==> src/rtl/seg_scan_serial_ctrl_pkg.sv <==
// Shared definitions for the serial 7-segment scan controller:
// hex font, the blank glyph and the FSM state encodings.
package seg_scan_serial_ctrl_pkg;

    // Active-high {dp,g,f,e,d,c,b,a} pattern with every segment dark.
    localparam logic [7:0] GLYPH_BLANK = 8'h00;

    // Scan sequencer: IDLE until the first slot tick, then LOAD/SHIFT/SHOW per slot.
    typedef enum logic [1:0] {
        SCAN_IDLE,
        SCAN_LOAD,
        SCAN_SHIFT,
        SCAN_SHOW
    } scan_state_e;

    // Serializer engine: low/high halves of each sr_clk period, then the latch strobe.
    typedef enum logic [1:0] {
        SER_IDLE,
        SER_SHIFT_LO,
        SER_SHIFT_HI,
        SER_LATCH
    } ser_state_e;

    // Hex font, active-high, bit order {g,f,e,d,c,b,a}.
    function automatic logic [6:0] hex_font(input logic [3:0] nib);
        logic [6:0] seg;
        case (nib)
            4'h0: seg = 7'h3F;
            4'h1: seg = 7'h06;
            4'h2: seg = 7'h5B;
            4'h3: seg = 7'h4F;
            4'h4: seg = 7'h66;
            4'h5: seg = 7'h6D;
            4'h6: seg = 7'h7D;
            4'h7: seg = 7'h07;
            4'h8: seg = 7'h7F;
            4'h9: seg = 7'h6F;
            4'hA: seg = 7'h77;
            4'hB: seg = 7'h7C;
            4'hC: seg = 7'h39;
            4'hD: seg = 7'h5E;
            4'hE: seg = 7'h79;
            default: seg = 7'h71;
        endcase
        return seg;
    endfunction

endpackage

==> src/rtl/seg_scan_serial_ctrl_serializer.sv <==
// 74HC595-style shift/latch engine: shifts SEG_W bits MSB first with an
// sr_clk half-period of SCK_DIV cycles, then pulses sr_latch for SCK_DIV cycles.
// A start request restarts the engine from any state.
module seg_scan_serial_ctrl_serializer
    import seg_scan_serial_ctrl_pkg::*;
#(
    parameter int SEG_W   = 8,
    parameter int SCK_DIV = 4
) (
    input  logic             clk,
    input  logic             rst_n,
    input  logic             start_i,
    input  logic [SEG_W-1:0] data_i,
    output logic             busy_o,
    output logic             sr_clk_o,
    output logic             sr_data_o,
    output logic             sr_latch_o
);

    localparam int DIV_W = (SCK_DIV > 1) ? $clog2(SCK_DIV) : 1;
    localparam int BIT_W = (SEG_W > 1) ? $clog2(SEG_W) : 1;

    ser_state_e       state_q, state_d;
    logic [SEG_W-1:0] shreg_q, shreg_d;
    logic [BIT_W-1:0] bit_q, bit_d;
    logic [DIV_W-1:0] div_q, div_d;
    logic             sck_q, sck_d;
    logic             sdo_q, sdo_d;
    logic             lat_q, lat_d;
    logic             div_end;

    // Next-state: advance phase every SCK_DIV cycles, present each bit on the falling half.
    always_comb begin
        state_d = state_q;
        shreg_d = shreg_q;
        bit_d   = bit_q;
        div_d   = div_q;
        sck_d   = sck_q;
        sdo_d   = sdo_q;
        lat_d   = lat_q;
        div_end = (div_q == DIV_W'(SCK_DIV - 1));
        if (start_i) begin
            state_d = SER_SHIFT_LO;
            shreg_d = data_i;
            bit_d   = '0;
            div_d   = '0;
            sck_d   = 1'b0;
            sdo_d   = data_i[SEG_W-1];
            lat_d   = 1'b0;
        end else begin
            case (state_q)
                SER_SHIFT_LO: begin
                    if (div_end) begin
                        div_d   = '0;
                        sck_d   = 1'b1;
                        state_d = SER_SHIFT_HI;
                    end else begin
                        div_d = div_q + 1'b1;
                    end
                end
                SER_SHIFT_HI: begin
                    if (div_end) begin
                        div_d = '0;
                        sck_d = 1'b0;
                        if (bit_q == BIT_W'(SEG_W - 1)) begin
                            lat_d   = 1'b1;
                            state_d = SER_LATCH;
                        end else begin
                            bit_d   = bit_q + 1'b1;
                            shreg_d = shreg_q << 1;
                            sdo_d   = shreg_q[SEG_W-2];
                            state_d = SER_SHIFT_LO;
                        end
                    end else begin
                        div_d = div_q + 1'b1;
                    end
                end
                SER_LATCH: begin
                    if (div_end) begin
                        div_d   = '0;
                        lat_d   = 1'b0;
                        state_d = SER_IDLE;
                    end else begin
                        div_d = div_q + 1'b1;
                    end
                end
                default: state_d = SER_IDLE;
            endcase
        end
    end

    // State and registered pin drivers; reset drops every pin immediately.
    always_ff @(posedge clk or negedge rst_n) begin
        if (!rst_n) begin
            state_q <= SER_IDLE;
            shreg_q <= '0;
            bit_q   <= '0;
            div_q   <= '0;
            sck_q   <= 1'b0;
            sdo_q   <= 1'b0;
            lat_q   <= 1'b0;
        end else begin
            state_q <= state_d;
            shreg_q <= shreg_d;
            bit_q   <= bit_d;
            div_q   <= div_d;
            sck_q   <= sck_d;
            sdo_q   <= sdo_d;
            lat_q   <= lat_d;
        end
    end

    assign busy_o     = (state_q != SER_IDLE);
    assign sr_clk_o   = sck_q;
    assign sr_data_o  = sdo_q;
    assign sr_latch_o = lat_q;

endmodule

==> src/rtl/seg_scan_serial_ctrl.sv <==
// Multiplexed 7-segment scan controller with serial segment output.
// Each SCAN_DIV-cycle slot loads one digit's glyph, shifts it out, latches it,
// then drives that digit's enable (PWM-gated) for the rest of the slot.
module seg_scan_serial_ctrl
    import seg_scan_serial_ctrl_pkg::*;
#(
    parameter int N_DIGITS       = 4,
    parameter int SEG_W          = 8,
    parameter int SCAN_DIV       = 50000,
    parameter int SCK_DIV        = 4,
    parameter int SEG_ACTIVE_LOW = 1
) (
    input  logic                        clk,
    input  logic                        rst_n,
    input  logic                        power_on,
    input  logic [4*N_DIGITS-1:0]       digit_code,
    input  logic [N_DIGITS-1:0]         dp_mask,
    input  logic [N_DIGITS-1:0]         blank_mask,
    input  logic                        lz_blank,
    input  logic [3:0]                  bright,
    output logic                        sr_clk,
    output logic                        sr_data,
    output logic                        sr_latch,
    output logic [N_DIGITS-1:0]         digit_enable,
    output logic [$clog2(N_DIGITS)-1:0] slot_idx,
    output logic                        frame_done
);

    localparam int IDX_W = $clog2(N_DIGITS);
    localparam int CNT_W = $clog2(SCAN_DIV);

    if (N_DIGITS < 2) begin : g_chk_digits
        $error("seg_scan_serial_ctrl: N_DIGITS must be >= 2");
    end
    if (SEG_W < 8) begin : g_chk_segw
        $error("seg_scan_serial_ctrl: SEG_W must hold {dp,g..a}");
    end
    if (SCK_DIV < 1) begin : g_chk_sck
        $error("seg_scan_serial_ctrl: SCK_DIV must be >= 1");
    end
    if (SCAN_DIV < 2*SCK_DIV*SEG_W + SCK_DIV + 4) begin : g_chk_scan
        $error("seg_scan_serial_ctrl: SCAN_DIV too short for shift and latch");
    end

    scan_state_e         state_q, state_d;
    logic [CNT_W-1:0]    slot_cnt_q, slot_cnt_d;
    logic [IDX_W-1:0]    slot_idx_q, slot_idx_d;
    logic                frame_done_q, frame_done_d;
    logic [3:0]          pwm_q, pwm_d;
    logic [N_DIGITS-1:0] digit_en_q, digit_en_d;
    logic                tick;

    logic [3:0]          nib;
    logic                dp_sel, blk_sel, lz_run, lz_hit, glyph_blank;
    logic [7:0]          seg_raw;
    logic [SEG_W-1:0]    glyph;
    logic                ser_start, ser_busy;

    // Glyph for the current slot. Digit 0 is the leftmost, held in the top nibble;
    // lz_run stays set while every digit from the left up to i is zero.
    always_comb begin
        nib     = 4'h0;
        dp_sel  = 1'b0;
        blk_sel = 1'b0;
        lz_run  = 1'b1;
        lz_hit  = 1'b0;
        for (int i = 0; i < N_DIGITS; i++) begin
            if (digit_code[4*(N_DIGITS-1-i) +: 4] != 4'h0) lz_run = 1'b0;
            if (slot_idx_q == IDX_W'(i)) begin
                nib     = digit_code[4*(N_DIGITS-1-i) +: 4];
                dp_sel  = dp_mask[i];
                blk_sel = blank_mask[i];
                lz_hit  = lz_run && (i < N_DIGITS - 1);
            end
        end
        glyph_blank = !power_on || blk_sel || (lz_blank && lz_hit);
        seg_raw     = glyph_blank ? GLYPH_BLANK : {dp_sel, hex_font(nib)};
        glyph       = (SEG_ACTIVE_LOW != 0) ? ~SEG_W'(seg_raw) : SEG_W'(seg_raw);
    end

    // Slot timing, scan FSM and the anti-ghost / PWM gated digit drive.
    always_comb begin
        tick         = (slot_cnt_q == CNT_W'(SCAN_DIV - 1));
        slot_cnt_d   = tick ? '0 : slot_cnt_q + 1'b1;
        slot_idx_d   = slot_idx_q;
        // The first tick out of IDLE shows slot 0 rather than skipping it.
        if (tick && state_q != SCAN_IDLE) begin
            slot_idx_d = (slot_idx_q == IDX_W'(N_DIGITS - 1)) ? '0 : slot_idx_q + 1'b1;
        end
        frame_done_d = tick && (slot_idx_q == IDX_W'(N_DIGITS - 1));
        pwm_d        = pwm_q + 1'b1;
        state_d      = state_q;
        case (state_q)
            SCAN_IDLE:  if (tick) state_d = SCAN_LOAD;
            SCAN_LOAD:  state_d = tick ? SCAN_LOAD : SCAN_SHIFT;
            SCAN_SHIFT: begin
                // A tick here only happens with illegal timing; restart the slot cleanly.
                if (tick)           state_d = SCAN_LOAD;
                else if (!ser_busy) state_d = SCAN_SHOW;
            end
            SCAN_SHOW:  if (tick) state_d = SCAN_LOAD;
            default:    state_d = SCAN_IDLE;
        endcase
        digit_en_d = '0;
        if (state_d == SCAN_SHOW && power_on && pwm_q <= bright) begin
            digit_en_d = N_DIGITS'(1) << slot_idx_d;
        end
    end

    // Control registers; all outputs are registered so reset clears them at once.
    always_ff @(posedge clk or negedge rst_n) begin
        if (!rst_n) begin
            state_q      <= SCAN_IDLE;
            slot_cnt_q   <= '0;
            slot_idx_q   <= '0;
            frame_done_q <= 1'b0;
            pwm_q        <= 4'h0;
            digit_en_q   <= '0;
        end else begin
            state_q      <= state_d;
            slot_cnt_q   <= slot_cnt_d;
            slot_idx_q   <= slot_idx_d;
            frame_done_q <= frame_done_d;
            pwm_q        <= pwm_d;
            digit_en_q   <= digit_en_d;
        end
    end

    assign ser_start = (state_q == SCAN_LOAD);

    seg_scan_serial_ctrl_serializer #(
        .SEG_W   (SEG_W),
        .SCK_DIV (SCK_DIV)
    ) u_ser (
        .clk        (clk),
        .rst_n      (rst_n),
        .start_i    (ser_start),
        .data_i     (glyph),
        .busy_o     (ser_busy),
        .sr_clk_o   (sr_clk),
        .sr_data_o  (sr_data),
        .sr_latch_o (sr_latch)
    );

    assign digit_enable = digit_en_q;
    assign slot_idx     = slot_idx_q;
    assign frame_done   = frame_done_q;

endmodule

==> config.mk <==
export PLATFORM = sky130hd
export DESIGN_NAME = seg_scan_serial_ctrl
export DESIGN_NICKNAME = d
export VERILOG_FILES = /design/src/rtl/seg_scan_serial_ctrl_pkg.sv /design/src/rtl/seg_scan_serial_ctrl_serializer.sv /design/src/rtl/seg_scan_serial_ctrl.sv
export SDC_FILE = /design/constraint.sdc
export NUM_CORES = 1
export LEC_CHECK = 0
export ABC_AREA = 1
export BUFFER_PORTS_ARGS = -buffer_cell sky130_fd_sc_hd__buf_2
export CORE_MARGIN = 4
export CORE_UTILIZATION = 58
export DETAILED_ROUTE_END_ITERATION = 12
export HOLD_SLACK_MARGIN = 0.08
export PLACE_DENSITY = 0.8
export SYNTH_ARGS = -nofsm -noshare
export SYNTH_HDL_FRONTEND = slang
export SYNTH_SLANG_ARGS = --single-unit
==> constraint.sdc <==
create_clock -name clk -period 2.7 [get_ports clk]
set_input_delay 0.135 -clock clk [delete_from_list [all_inputs] [get_ports clk]]
set_output_delay 0.135 -clock clk [all_outputs]
set_load 0.01 [all_outputs]
Yosys cells after proc, flatten, opt, wreduce, memory -nomap -nowiden:

Memories as Yosys holds them, arrays and structs flattened.
Cells that the tools add are included.

* shifts and indexed selects: 1
* add/sub/neg operators: 5
* multiplexer cells: 58
* $mul: 0
* reductions and logical operators: 26
* bitwise logic cells: 1
* equality and inequality tests: 18
* divide/modulo/power cells: 0
* magnitude comparators: 1

Operator list (number)
* $mux 2: 14
* $mux 7: 4
* $mux 1: 25
* $mux 4: 5
* $add 16x1->16 const B: 1
* $eq 16x16->1 const B: 1
* $eq 2x2->1 const B: 8
* $mux 16: 1
* $mux 3: 4
* $ne 3x2->1 const B: 4
* $pmux 2 s3: 2
* $reduce_bool 4->1: 3
* $reduce_bool 2->1: 5
* $reduce_and 3->1: 3
* $mux 8: 1
* $not 8->8: 1
* $eq 2x1->1 const B: 3
* $reduce_bool 3->1: 2
* $logic_and 1x1->1: 5
* $add 2x1->2 const B: 2
* $add 4x1->4 const B: 1
* $le 4x4->1: 1
* $logic_not 2->1: 2
* $pmux 1 s2: 2
* 9 further kinds: 10

* output and inout port bits: 10
* register bits after elaboration: 46
* latch bits: 0
* logic and storage cells: 124
* input bits: 32
* memory bits (read-only): 112
* memory bits (writable): 0
* memories kept: 1

Memories
* (name not given): depth 16, width 7, rd ports 1, clocked after Yosys merged registers in 0, wr ports 0, line seg_scan_serial_ctrl_pkg.sv:27 `case (nib)`

Depth between registers and ports, before layout:

* depth in word-level cells: 11
* depth in mapped cells: 17
* gate-level depth less buffers: 16

Cells and area by module:

Synthesis repeated with hierarchy kept, for this count alone.

* cell total of the unflattened synthesis: 426
* area, all modules: 3151.8 sq um

By module, submodules not included
* seg_scan_serial_ctrl: area an instance 2217.1 sq um, instances 1, cells an instance 309, seq. area each 725.7 sq um
* seg_scan_serial_ctrl_serializer: area an instance 934.6 sq um, instances 1, cells an instance 117, seq. area each 425.4 sq um

Worst setup path before layout:

OpenSTA, ideal clock, no wires.

* path kind: register -> register
* start: register slot_idx_q[0] (netlist: slot_idx[0])
* end: register u_ser.shreg_q[3]
* data required time: 2584 ps
* setup slack: 506 ps
* data arrival time: 2077 ps
* stages on the path, launching flop included: 16
* path buffers: 1
* cell sequence: dfrtp_1 inv_1 ha_1 buf_4 clkinv_2 nand3_1 nand2_1 o21ai_0 ha_1 nand3b_1 nand2_1 o21ai_1 inv_1 nand2_1 nand2_1 nand2_1

* word-level cells in the longest chain between the ends: 10
* elaborated cells on any way between the ends: 23
* classes of those cells: 3 x eq/ne; 14 x mux; 1 x bitwise; 4 x reduce/logical; 1 x memory

Ends and longest elaborated chain
* start: declaration: line seg_scan_serial_ctrl.sv:47 `logic [IDX_W-1:0] slot_idx_q, slot_idx_d;`
* start signal: assignment: line seg_scan_serial_ctrl.sv:122 `slot_idx_q <= slot_idx_d;`
* branches (longest 7 deep; another with $mem_v2 16x7)
* $mux 8 *: line seg_scan_serial_ctrl.sv:77 `seg_raw = glyph_blank ? GLYPH_BLANK : {dp_sel, hex_font(nib)};`
* $not 8->8 *: line seg_scan_serial_ctrl.sv:78 `glyph = (SEG_ACTIVE_LOW != 0) ? ~SEG_W'(seg_raw) : SEG_W'(seg_raw);`
* $mux 7 *: line seg_scan_serial_ctrl_serializer.sv:42 `if (start_i) begin`
* end signal: assignment: line seg_scan_serial_ctrl_serializer.sv:104 `shreg_q <= shreg_d;`
* end: declaration: line seg_scan_serial_ctrl_serializer.sv:24 `logic [SEG_W-1:0] shreg_q, shreg_d;`

Mark *: on every way between the ends.
A chain may end at the register's enable or synchronous reset.

Final worst setup path:

Same ends and word-level chain as after synthesis.

==> Implementation_results.wiki <==
{| class="wikitable"
! Metric !! Value
|-
| Result of the run || finished clean
|-
| Top cells by count, synth || 101 x sky130_fd_sc_hd__nand2_1, 53 x sky130_fd_sc_hd__inv_1, 46 x sky130_fd_sc_hd__dfrtp_1
|-
| Pre-Repair DR Iteration Count || 5
|-
| Class of the worst hold path || in -> reg
|-
| Boundary pin count || 42
|-
| CTS clk-pin slew, worst paths || 0.09 ns
|-
| Row cnt || 26
|-
| Share of synthesized registers carrying an async set or reset || 1.00
|-
| Met3 GRT Util || 0.0460
|-
| GR met1 Demand/Resource || 0.279
|-
| Root Driver || sky130_fd_sc_hd__clkbuf_8
|-
| Post-synthesis to final-layout area growth || 12.0%
|-
| Setup slack after layout || 0.266 ns
|-
| Core footprint || 0.00511 mm^2
|-
| Clk_lat worst skew || 0.30 ns
|-
| Starting utilization of the core area || 0.595
|-
| Die Wd || 80.4 um
|-
| Fin Hold WS || 0.243 ns
|-
| Placed Cells || 516
|-
| RePlAce Congestion || 0.879
|-
| Post-CTS resize count || 0
|-
| Final setup violation count || 0
|-
| Leakage power || 1.87 nW
|-
| Relative max-transition margin || 0.330
|-
| Port Buffer Count || 41
|-
| Crit Path Category || reg -> reg
|-
| Largest net degree at the start of global routing || 47
|-
| Remaining Overflow, GRT || 0
|-
| Cell area after placement || 0.00331 mm^2
|-
| Via count of the first global-routing pass || 2646
|-
| All-layer global routing usage || 0.220
|-
| Accumulated negative setup slack || 0 ns
|-
| Critical path endpoint category || flop
|-
| Minimum clock period || 2.43 ns
|-
| Maximum fanout encountered on the critical timing path || 9
|-
| Max-cap check violation count || 0
|-
| DRC violations left || 0
|-
| Setup Skew || 0.00936 ns
|-
| Synth Flop Type || sky130_fd_sc_hd__dfrtp_1
|-
| Synthesis Warnings || 0
|-
| Most instantiated library cell after synthesis || sky130_fd_sc_hd__nand2_1
|-
| TritonCTS buffer count || 5
|-
| TritonCTS clock tree || built
|-
| RSZ-0062 raised after global routing || no
|-
| Diodes inserted || 0
|-
| Final non-filler cell total || 524
|-
| Maximum clock path buffer count || 2
|-
| Post-synth top area share || 0.379
|-
| Post-synthesis cell type with the largest combined area || sky130_fd_sc_hd__dfrtp_1
|-
| Synth unique cells || 39
|-
| Share of the yosys chip area belonging to registers || 0.379
|-
| Final number of max-transition violations || 0
|-
| Power per standard cell area || 349 mW/mm^2
|-
| Total power || 1.19 mW
|-
| Hold violation count in the final report || 0
|-
| Placement-stage worst setup slack || 0.286 ns
|-
| Nets@finish || 513
|-
| Synth top area cells || sky130_fd_sc_hd__dfrtp_1 38%, sky130_fd_sc_hd__nand2_1 12%, sky130_fd_sc_hd__ha_1 11%, sky130_fd_sc_hd__inv_1 6.5%, sky130_fd_sc_hd__nor2_1 5.6%
|-
| Filler cell count in the final layout || 449
|-
| Post-route core utilization || 0.666
|-
| Startpoint Class || flop
|-
| Cell area after technology mapping || 0.00304 mm^2
|-
| Antenna violations before repair || 0
|-
| Post-route clock period utilization || 0.902
|-
| Arrival time worst endpoint || 2.63 ns
|-
| Half-perimeter wire length after placement || 5160 um
|-
| Count of hold buffers inserted by post-cts repair || 1
|-
| Clk sink count || 46
|-
| Number of flops mapped to enable cells by yosys || 0
|-
| Post-route cell area || 0.00340 mm^2
|-
| Share of layout cells above drive strength 1 || 0.172
|-
| WL final || 6650 um
|-
| Drt initial violations || 135
|-
| Worst vdd rail ir drop || 0.000341 V
|-
| Height of the die || 80.4 um
|-
| Worst endpoint required time || 2.90 ns
|-
| CTS H-Tree Depth || 2
|-
| Met2 usage || 0.377
|-
| Vias || 2755
|-
| Worst Max-Slew Pin Slew || 1.01 ns
|-
| Synth Net Count || 467
|-
| Per-cell routed wire length || 12.7 um
|-
| Total Die Area || 0.00646 mm^2
|-
| Seq cells post-synth || 46
|-
| Post-CTS setup repair buffer count || 0
|-
| Antenna violation net count after detailed routing || 0
|-
| Global-route layer with the greatest usage || met2
|-
| First-pass GRT wire length || 11300 um
|-
| Upper clock frequency limit || 411 MHz
|-
| Average footprint of a synthesized cell || 7.45 um^2
|-
| Count of mapped cells out of synthesis || 408
|-
| Vias/cell || 5.26
|}
==> worst paths after layout <==
check / start / to / slack (ns) / depth (start not counted)
worst min-delay path: blank_mask[3] / u_ser.shreg_q[2] / 0.24 / 5
worst max-delay path: slot_idx[0] / u_ser.shreg_q[3] / 0.27 / 15
max in group asynchronous: rst_n / digit_enable[1] / 1.53 / 2
worst max register to register: slot_idx[0] / u_ser.shreg_q[3] / 0.27 / 15
min in group asynchronous: rst_n / u_ser.shreg_q[5] / 0.53 / 2
worst min register to register: u_ser.shreg_q[1] / u_ser.shreg_q[1] / 0.48 / 2
==> registers in the layout, indices dropped and copies added, names as in the netlist <==
| signal | cells |
|---|---|
| pwm_q | 4 |
| state_q | 2 |
| u_ser.sr_latch_o | 1 |
| u_ser.shreg_q | 7 |
| u_ser.state_q | 2 |
| u_ser.sr_data_o | 1 |
| u_ser.bit_q | 3 |
| u_ser.div_q | 2 |
| slot_idx | 2 |
| u_ser.sr_clk_o | 1 |
| slot_cnt_q | 16 |
| frame_done | 1 |
| digit_enable | 4 |
==> cell usage in the layout, fill, tap and decap left out, types with 5 or more instances in the layout <==
cell / n
sky130_fd_sc_hd__a21oi_1: 20
sky130_fd_sc_hd__buf_2: 41
sky130_fd_sc_hd__clkbuf_8: 5
sky130_fd_sc_hd__dfrtp_1: 46
sky130_fd_sc_hd__ha_1: 27
sky130_fd_sc_hd__inv_1: 53
sky130_fd_sc_hd__inv_2: 8
sky130_fd_sc_hd__nand2_1: 101
sky130_fd_sc_hd__nand2_2: 5
sky130_fd_sc_hd__nand3_1: 25
sky130_fd_sc_hd__nand4_1: 9
sky130_fd_sc_hd__nor2_1: 45
sky130_fd_sc_hd__o21ai_0: 15
sky130_fd_sc_hd__o21ai_1: 12
sky130_fd_sc_hd__xor2_1: 5
==> worst max-delay path, stage by stage, from the launching register on <==
cell and delay, ns:
sky130_fd_sc_hd__dfrtp_1 0.45, sky130_fd_sc_hd__inv_1 0.11, sky130_fd_sc_hd__ha_1 0.34, sky130_fd_sc_hd__clkinv_2 0.18
sky130_fd_sc_hd__nand3_1 0.11, sky130_fd_sc_hd__nand3_1 0.07, sky130_fd_sc_hd__nand2_1 0.18, sky130_fd_sc_hd__inv_1 0.12
sky130_fd_sc_hd__ha_1 0.29, sky130_fd_sc_hd__nand3b_1 0.15, sky130_fd_sc_hd__nand2_1 0.09, sky130_fd_sc_hd__o21ai_1 0.06
sky130_fd_sc_hd__inv_1 0.06, sky130_fd_sc_hd__nand2_1 0.04, sky130_fd_sc_hd__nand2_1 0.05, sky130_fd_sc_hd__nand2_1 0.04
==> layer usage <==
| layer | vias to the layer above | routed length, um |
|---|---|---|
| met3 | 6 | 273 |
| met4 | 0 | 64 |
| met1 | 1297 | 3000 |
| met2 | 64 | 3320 |
| met5 | - | 0 |
| li1 | 1388 | - |
==> report_power, final <==
part	leakage (nW)	switching (mW)	internal, mW
Combinational	1.25	0.0615	0.0388
Clock	0.0438	0.225	0.174
Sequential	0.583	0	0.688
==> cell families (layout without fill, tap and decap cells) <==
family | after synthesis | after routing | synth area share
simple gates | 203 | 203 | 0.297
fa+ha+maj | 27 | 27 | 0.111
xor+xnor | 6 | 6 | 0.0173
buf+inv | 68 | 114 | 0.0902
flops | 46 | 46 | 0.379
compound gates | 58 | 58 | 0.106
==> final cells by class <==
| class | count | area (um^2) | share of cell area |
|---|---|---|---|
| Multi-Input combinational cell | 294 | 1610 | 0.474 |
| Sequential cell | 46 | 1150 | 0.338 |
| Timing Repair Buffer | 45 | 238 | 0.0699 |
| Inverter | 62 | 234 | 0.0688 |
| Tap cell | 70 | 87.6 | 0.0257 |
| Clock buffer | 5 | 68.8 | 0.0202 |
| Clock inverter | 2 | 10.0 | 0.00294 |
(Power assumes the default switching activity.)
